--- config.mk ---
export PLATFORM = sky130hd
export DESIGN_NAME = sata_align_scheduler
export DESIGN_NICKNAME = d
export VERILOG_FILES = /design/src/rtl/sata_link_pkg.sv /design/src/rtl/sata_align_scheduler.sv
export SDC_FILE = /design/constraint.sdc
export NUM_CORES = 1
export LEC_CHECK = 0
export CAP_MARGIN = 10
export CORE_ASPECT_RATIO = 1.5
export CORE_UTILIZATION = 40
export DETAILED_ROUTE_END_ITERATION = 8
export HOLD_SLACK_MARGIN = 0.05
export PLACE_DENSITY = 0.79
export SYNTH_ARGS = -nofsm -noshare
export SYNTH_HDL_FRONTEND = slang
export SYNTH_SLANG_ARGS = --single-unit
export TNS_END_PERCENT = 5
--- constraint.sdc ---
create_clock -name CLK -period 6.4 [get_ports CLK]
set_input_delay 1.28 -clock CLK [delete_from_list [all_inputs] [get_ports CLK]]
set_output_delay 1.28 -clock CLK [all_outputs]
set_load 0.05 [all_outputs]
--- src/rtl/sata_link_pkg.sv ---
// Shared link-layer constants and state encoding for the TX path.
package sata_link_pkg;

  localparam logic [31:0] ALIGN_PRIM   = 32'h7B4A4ABC;
  localparam logic        ALIGN_PRIM_K = 1'b1;

  typedef enum logic [1:0] {
    LINKDOWN,
    PASS,
    BURST
  } link_state_t;

endpackage

--- src/rtl/sata_align_scheduler.sv ---
// TX ALIGN scheduler: preempts the link-layer DWORD stream for ALIGN bursts.
// Optional burst statistics counter: define SATA_ALIGN_STATS_EN.
import sata_link_pkg::*;

module sata_align_scheduler #(
  parameter int ALIGN_INTERVAL = 254,
  parameter int ALIGN_BURST    = 2
) (
  input  logic        CLK,
  input  logic        RESET_N,
  input  logic        LINKUP,
  input  logic        FORCE_ALIGN,
  input  logic [31:0] TX_DATA_IN,
  input  logic        TX_CHARISK_IN,
  output logic        TX_ACCEPT,
  output logic [31:0] TX_DATA_OUT,
  output logic        TX_CHARISK_OUT,
  output logic        ALIGN_ACTIVE,
  output logic [15:0] ALIGN_BURST_CNT
);

  localparam logic [7:0] IVL   = 8'(ALIGN_INTERVAL);
  localparam logic [1:0] BLAST = 2'(ALIGN_BURST - 1);

  link_state_t state, state_d;
  logic [7:0]  icnt, icnt_d, icnt_inc;
  logic [1:0]  bcnt, bcnt_d;
  logic        pend, pend_d;

  assign TX_ACCEPT = (state == PASS) && LINKUP;
  assign icnt_inc  = icnt + 8'd1;

  // Interval expiry and a pending force share one transition: one burst only
  always_comb begin
    state_d = state;
    icnt_d  = icnt;
    bcnt_d  = bcnt;
    pend_d  = pend | FORCE_ALIGN;
    unique case (state)
      LINKDOWN: begin
        icnt_d = '0;
        bcnt_d = '0;
        pend_d = 1'b0;
        if (LINKUP) state_d = PASS;
      end
      PASS: begin
        if (!LINKUP) begin
          state_d = LINKDOWN;
        end else if (icnt_inc == IVL || pend_d) begin
          state_d = BURST;
          icnt_d  = '0;
          bcnt_d  = '0;
          pend_d  = 1'b0;
        end else begin
          icnt_d = icnt_inc;
        end
      end
      BURST: begin
        pend_d = 1'b0;
        if (!LINKUP) begin
          state_d = LINKDOWN;
        end else if (bcnt == BLAST) begin
          state_d = PASS;
          bcnt_d  = '0;
        end else begin
          bcnt_d = bcnt + 2'd1;
        end
      end
      default: state_d = LINKDOWN;
    endcase
  end

  always_ff @(posedge CLK or negedge RESET_N) begin
    if (!RESET_N) begin
      state          <= LINKDOWN;
      icnt           <= '0;
      bcnt           <= '0;
      pend           <= 1'b0;
      TX_DATA_OUT    <= ALIGN_PRIM;
      TX_CHARISK_OUT <= ALIGN_PRIM_K;
      ALIGN_ACTIVE   <= 1'b1;
    end else begin
      state <= state_d;
      icnt  <= icnt_d;
      bcnt  <= bcnt_d;
      pend  <= pend_d;
      if (TX_ACCEPT) begin
        TX_DATA_OUT    <= TX_DATA_IN;
        TX_CHARISK_OUT <= TX_CHARISK_IN;
        ALIGN_ACTIVE   <= 1'b0;
      end else begin
        TX_DATA_OUT    <= ALIGN_PRIM;
        TX_CHARISK_OUT <= ALIGN_PRIM_K;
        ALIGN_ACTIVE   <= 1'b1;
      end
    end
  end

`ifdef SATA_ALIGN_STATS_EN
  logic [15:0] bursts;
  logic        burst_go;

  assign burst_go = (state == PASS) && (state_d == BURST);

  always_ff @(posedge CLK or negedge RESET_N) begin
    if (!RESET_N)
      bursts <= '0;
    else if (burst_go && bursts != 16'hFFFF)
      bursts <= bursts + 16'd1;
  end

  assign ALIGN_BURST_CNT = bursts;
`else
  assign ALIGN_BURST_CNT = 16'h0000;
`endif

endmodule

-- Yosys cells after proc, flatten, opt, wreduce, memory -nomap -nowiden
Cells that the tools add are included.
- equality and inequality tests: 10
- reduce and logical (&&, ||, !) cells: 9
- bitwise gates (word level): 1
- multiplexer cells: 20
- add/subtract/negate cells: 2
- operator list (cell ; count):
    $mux W32 ; 1
    $mux W2 ; 9
    $mux W8 ; 2
    $pmux W8 S2 ; 1
    $pmux W2 S3 ; 2
    $add A8 B1 Y8 const B ; 1
    $eq A8 B8 Y1 const B ; 1
    $ne A2 B2 Y1 const B ; 3
    $eq A2 B1 Y1 const B ; 2
    $mux W1 ; 4
    $reduce_and A4 Y1 ; 1
    $ne A3 B2 Y1 const B ; 1
    $ne A3 B3 Y1 const B ; 1
    $reduce_and A3 Y1 ; 1
    $reduce_bool A3 Y1 ; 1
    $add A2 B1 Y2 const B ; 1
    $eq A2 B2 Y1 const B ; 1
    $logic_not A2 Y1 ; 1
    $ne A2 B1 Y1 const B ; 1
    $pmux W1 S2 ; 1
    $reduce_and A2 Y1 ; 1
    $reduce_bool A2 Y1 ; 1
    $reduce_or A2 Y1 ; 1
    $logic_and A1 B1 Y1 ; 1
    other kinds (2) ; 2
- output and inout port bits: 51
- word-level logic and storage cells: 49
- bits of input ports: 37
- register bits after elaboration: 47

-- Logic depth before layout (Yosys ltp)
- depth after elaboration: 6
- depth in mapped cells: 8
- depth with buffers taken out: 7

-- Worst setup path after synthesis
Ideal clock, no wire load.
- path type: in2out
- from: input LINKUP
- to: output TX_ACCEPT
- setup slack: 2759 ps
- buffers on the path: 1
- cell stages on the path: 4
- required time: 5120 ps
- data arrival time: 2361 ps
- cells stage by stage: nand2b_1 -> or2_2 -> inv_1 -> clkbuf_1
- word-level cells in the longest chain between the ends: 1
- RTL lines (item ; line ; RTL):
    start: declaration ; sata_align_scheduler.sv:11 ; input logic LINKUP,
    $logic_and A1 B1 Y1 ; sata_align_scheduler.sv:30 ; assign TX_ACCEPT = (state == PASS) && LINKUP;
    end: declaration ; sata_align_scheduler.sv:15 ; output logic TX_ACCEPT,
Every way passes these cells.

-- Worst setup path in the final report
Ends and elaborated chain as after synthesis.

==> results by stage <==
Status:
- The flow ran to the end, and the final reports show no timing, DRC or antenna violations.

Global routing:
- The initial antenna violation count came to 0.
- The number of global-route vias before repair came to 1445.
- In the global route stage, overall resource usage came out at 16.86%.
- Entering global routing, the biggest net connects 48 pins.
- The first global-routing pass estimated 6651 microns of wire.
- After global routing the overflow that remains totals 0.

Timing:
- The post-route clock skew is 5.461 ps.
- The number of hold violations in the final report is 0.
- The highest attainable clock frequency is around 200 MHz.
- The portion of the clock cycle consumed by the worst path in the final layout is about four fifths.
- Measured against its own limit, the worst slew margin works out to 34.69%.
- The measured slew at the worst slew-check pin is 979.6 ps.
- In the final timing run, aggregate negative setup slack is 0 ps.
- Setup repair after global routing left no endpoint under its margin.
- The number of slew-limit violations in the final report is 0.
- Setup violations remaining at the end of the flow were counted as 0.
- The worst path needs 5101 ps of the cycle, external delays included.

Yosys:
- The post-synthesis instance total is roughly 170.
- Sorting the synthesized cells by area gives the leading types as dfrtp_1 (35%), dfstp_2 (25%), buf_4 (5.9%).
- After synthesis the cells add up to 2026 sq um.
- During synthesis, Yosys emitted a total of 0 warnings.
- Averaged over all synthesized cells, the footprint is 11.64 sq um.
- Counting flops and latches in the post-synthesis netlist gives 47.
- Of all cell types, the one taking the most synthesized area is dfrtp_1.
- The portion of synthesized cell area occupied by the leading cell type is between 30% and 40%.
- The distinct cell type count after synthesis is 38.
- Summing the sequential cell areas from Yosys gives 59.23% of the chip area.

Layout:
- The final antenna diode count is 0.
- The share of the core filled with cells in the final layout is between 50 and 60%.
- The filler cell count is 418.
- The number of nets at the end of the flow is about 280.
- The area added between synthesis and finish is 38.97%.
- The fraction of final layout cells with drive strength greater than 1 is 16.26%.

Critical path:
- The family with the most delay on the worst path is buffers and inverters.
- Of all nets on the critical path, the largest fanout is 21.
- STA classifies the critical path startpoint as an input pin.
- Traced cell by cell, the critical path runs through clkdlybuf4s50_1, nand2b_1, or2_2, inv_1, clkdlybuf4s50_1.
- For this run, the slowest stage of the critical path takes 870 ps.
- The cell that appears most often on the critical path is clkdlybuf4s50_1.
- Among all stages on the critical path, the largest delay is contributed by clkdlybuf4s50_1.
- The data required time of the worst path is a little over 5000 ps.
- The count of buffer and inverter cells on the critical path is 3.
- The worst setup path is of the in2out kind.
- The type of destination of the critical path is an output pin.
- The data arrival at the endpoint of the critical path is ~3800 ps.
- For flop-to-flop paths, the worst setup slack is 3930 ps.

Flow run:
- The number of maximum-capacitance constraint violations is 0.

Power:
- The worst-case IR drop observed on VDD is ~0.00012 V.
- Dividing total power by cell area gives a power density of roughly 280 nW/um^2.
- Power comes to 0.7780 mW.
- The leakage dissipation is 1.192 nW.

Die:
- The die width is 60.11 microns.
- After floorplanning, the core was sized to cover 4848 sq um.
- The starting density of the core is about two fifths.
- The number of I/O pins is 88.
- The die covers 5359 sq um.
- The height of the die is 89.16 microns.
- The floorplan has 31 rows.

Drt:
- In the routed design, unresolved DRC markers number 0.
- In this run the remaining antenna-violating nets after routing total 0.
- The wire length after detailed routing is 4161 microns.
- The pre-antenna-repair detailed-routing pass consisted of 4 iterations.
- The via total after detailed routing is 1490.
- The post-detailed-route via-to-cell ratio is 4.776.
- The post-detailed-route wirelength per cell is around 13 microns.
- The initial DRC count is between 40 and 50.

Clock tree:
- Counting every sink on the clock net gives 47.
- The maximum clock path buffer count is 2.
- TritonCTS built the clock tree.
- The number of levels the H-tree was split into is 2.
- After clock tree synthesis, the flow added hold-fix buffers numbering 0.
- After clock tree synthesis, the setup repair step added 0 buffers.
- Clock tree synthesis selected as its root buffer the cell clkbuf_8.
- The number of cells upsized or downsized after cts is 0.
- Buffers inserted during clock tree synthesis total 5.
- Clock-pin slew was measured on the worst setup and hold paths at around 80 ps.
- The clock network latency to the later pin of the worst-skew pair is 290 ps.

Placed design:
- At the end of routability-driven placement, the weighted congestion stood at around 0.83.
- In this run the tool buffered the top-level ports with a little over 70 buffer cells.
- The HPWL after detailed placement is just over 3000 microns.

Worst hold path:
- In this run the worst hold path is classified as reg2reg.
==> layout make-up <==
class	count	area (sq um)	share of cell area (%)
multi-input combinational	113	703.2	24.98
clock inverter	2	15.01	0.5333
clock buffer	6	82.58	2.933
tap	66	82.58	2.933
sequential	47	1200	42.62
timing repair buffer	71	705.7	25.07
inverter	7	26.28	0.9333
==> flip-flops by register name, summed over array words and instances, names as in the netlist <==
signal	cells
ALIGN_ACTIVE	1
TX_CHARISK_OUT	1
TX_DATA_OUT	32
bcnt	2
icnt	8
pend	1
state	2
==> Yosys cell counts (all sizes together) <==
| cell | number |
|---|---|
| a21boi | 2 |
| a21o | 4 |
| a21oi | 8 |
| a22o | 1 |
| a311oi | 1 |
| a31o | 1 |
| and2 | 15 |
| and3 | 1 |
| and3b | 1 |
| and4 | 1 |
| buf | 16 |
| clkbuf | 6 |
| conb | 1 |
| dfrtp | 28 |
| dfstp | 19 |
| ha | 2 |
| inv | 7 |
| mux2 | 3 |
| mux2i | 1 |
| nand2 | 10 |
| nand2b | 1 |
| nand3 | 8 |
| nand3b | 1 |
| nand4 | 1 |
| nor2 | 2 |
| nor3 | 3 |
| nor3b | 1 |
| o21ai | 4 |
| o22ai | 1 |
| o311ai | 2 |
| o31ai | 1 |
| or2 | 2 |
| or3 | 19 |
==> report_power, final <==
group	switching, mW	internal [mW]
clock network	0.0961	0.0885
registers	0.0136	0.334
logic	0.164	0.0825
total	0.273	0.505
==> per-layer routing <==
metal | vias up | track usage (%) | routed length [microns]
li1 | 699 | - | -
met1 | 725 | 18.32 | 1532
met2 | 58 | 30.07 | 2293
met3 | 8 | 3.907 | 231
met4 | 0 | 8.034 | 103
met5 | - | 0 | 0
==> layout by cell type, fill, tap and decap left out, types with 2 or more instances in the layout <==
master	netlist	routed
conb_1	1	16
nand2_1	10	10
or3_1	19	19
dfstp_2	19	19
ha_1	2	2
mux2_2	2	2
nor2_1	2	2
a21o_1	3	3
nor3_1	3	3
or2_2	2	2
clkdlybuf4s50_1	0	70
dfrtp_1	28	28
o311ai_0	2	2
nand3_1	8	8
and2_1	15	15
o21ai_0	4	4
clkbuf_8	1	6
inv_1	7	7
a21oi_1	7	7
==> cells by family (layout without fill, tap and decap cells) <==
group | count (synthesis) | in the layout | share of synthesized area, %
buffers and inverters | 29 | 86 | 8.833
multiplexers | 4 | 4 | 2.347
adder cells (fa/ha/maj) | 2 | 2 | 1.235
AO/OA/AOI/OAI | 25 | 25 | 9.389
flip-flops | 47 | 47 | 59.23
AND/OR/NAND/NOR | 66 | 66 | 18.78
other | 1 | 16 | 0.1851
==> through the flow <==
stage | instance area [sq um] | setup slack, ps | std cells | hold WS (ps)
6_report | 2815 | 1299 | 312 | 548.9
4_1_cts | 2815 | 1309 | 312 | 554.9
2_1_floorplan | 2082 | 2759 | 189 | 481.5
5_1_grt | 2815 | 1157 | 312 | 563.3
3_5_place_dp | 2718 | 1312 | 304 | 515.1
3_3_place_gp | 2718 | 1391 | 304 | 512.0
==> final timing paths <==
| path | start | endpoint | cells past startpoint |
|---|---|---|---|
| min reg2reg | bcnt[1] | bcnt[1] | 1 |
| min in group asynchronous | RESET_N | bcnt[1] | 1 |
| max reg2reg | icnt[0] | icnt[4] | 7 |
| max | LINKUP | TX_ACCEPT | 5 |
| max in group asynchronous | RESET_N | TX_DATA_OUT[26] | 1 |
| min | bcnt[1] | bcnt[1] | 1 |
==> worst reg2reg max path, stage by stage, from the launching register on <==
cell and delay (ps):
dfrtp_1 520, ha_1 430, a21oi_1 70, mux2_2 270, a21o_2 240, a311oi_4 530
nand3_1 130, o311ai_0 150
Note: power is estimated with default switching activity, not from simulation.
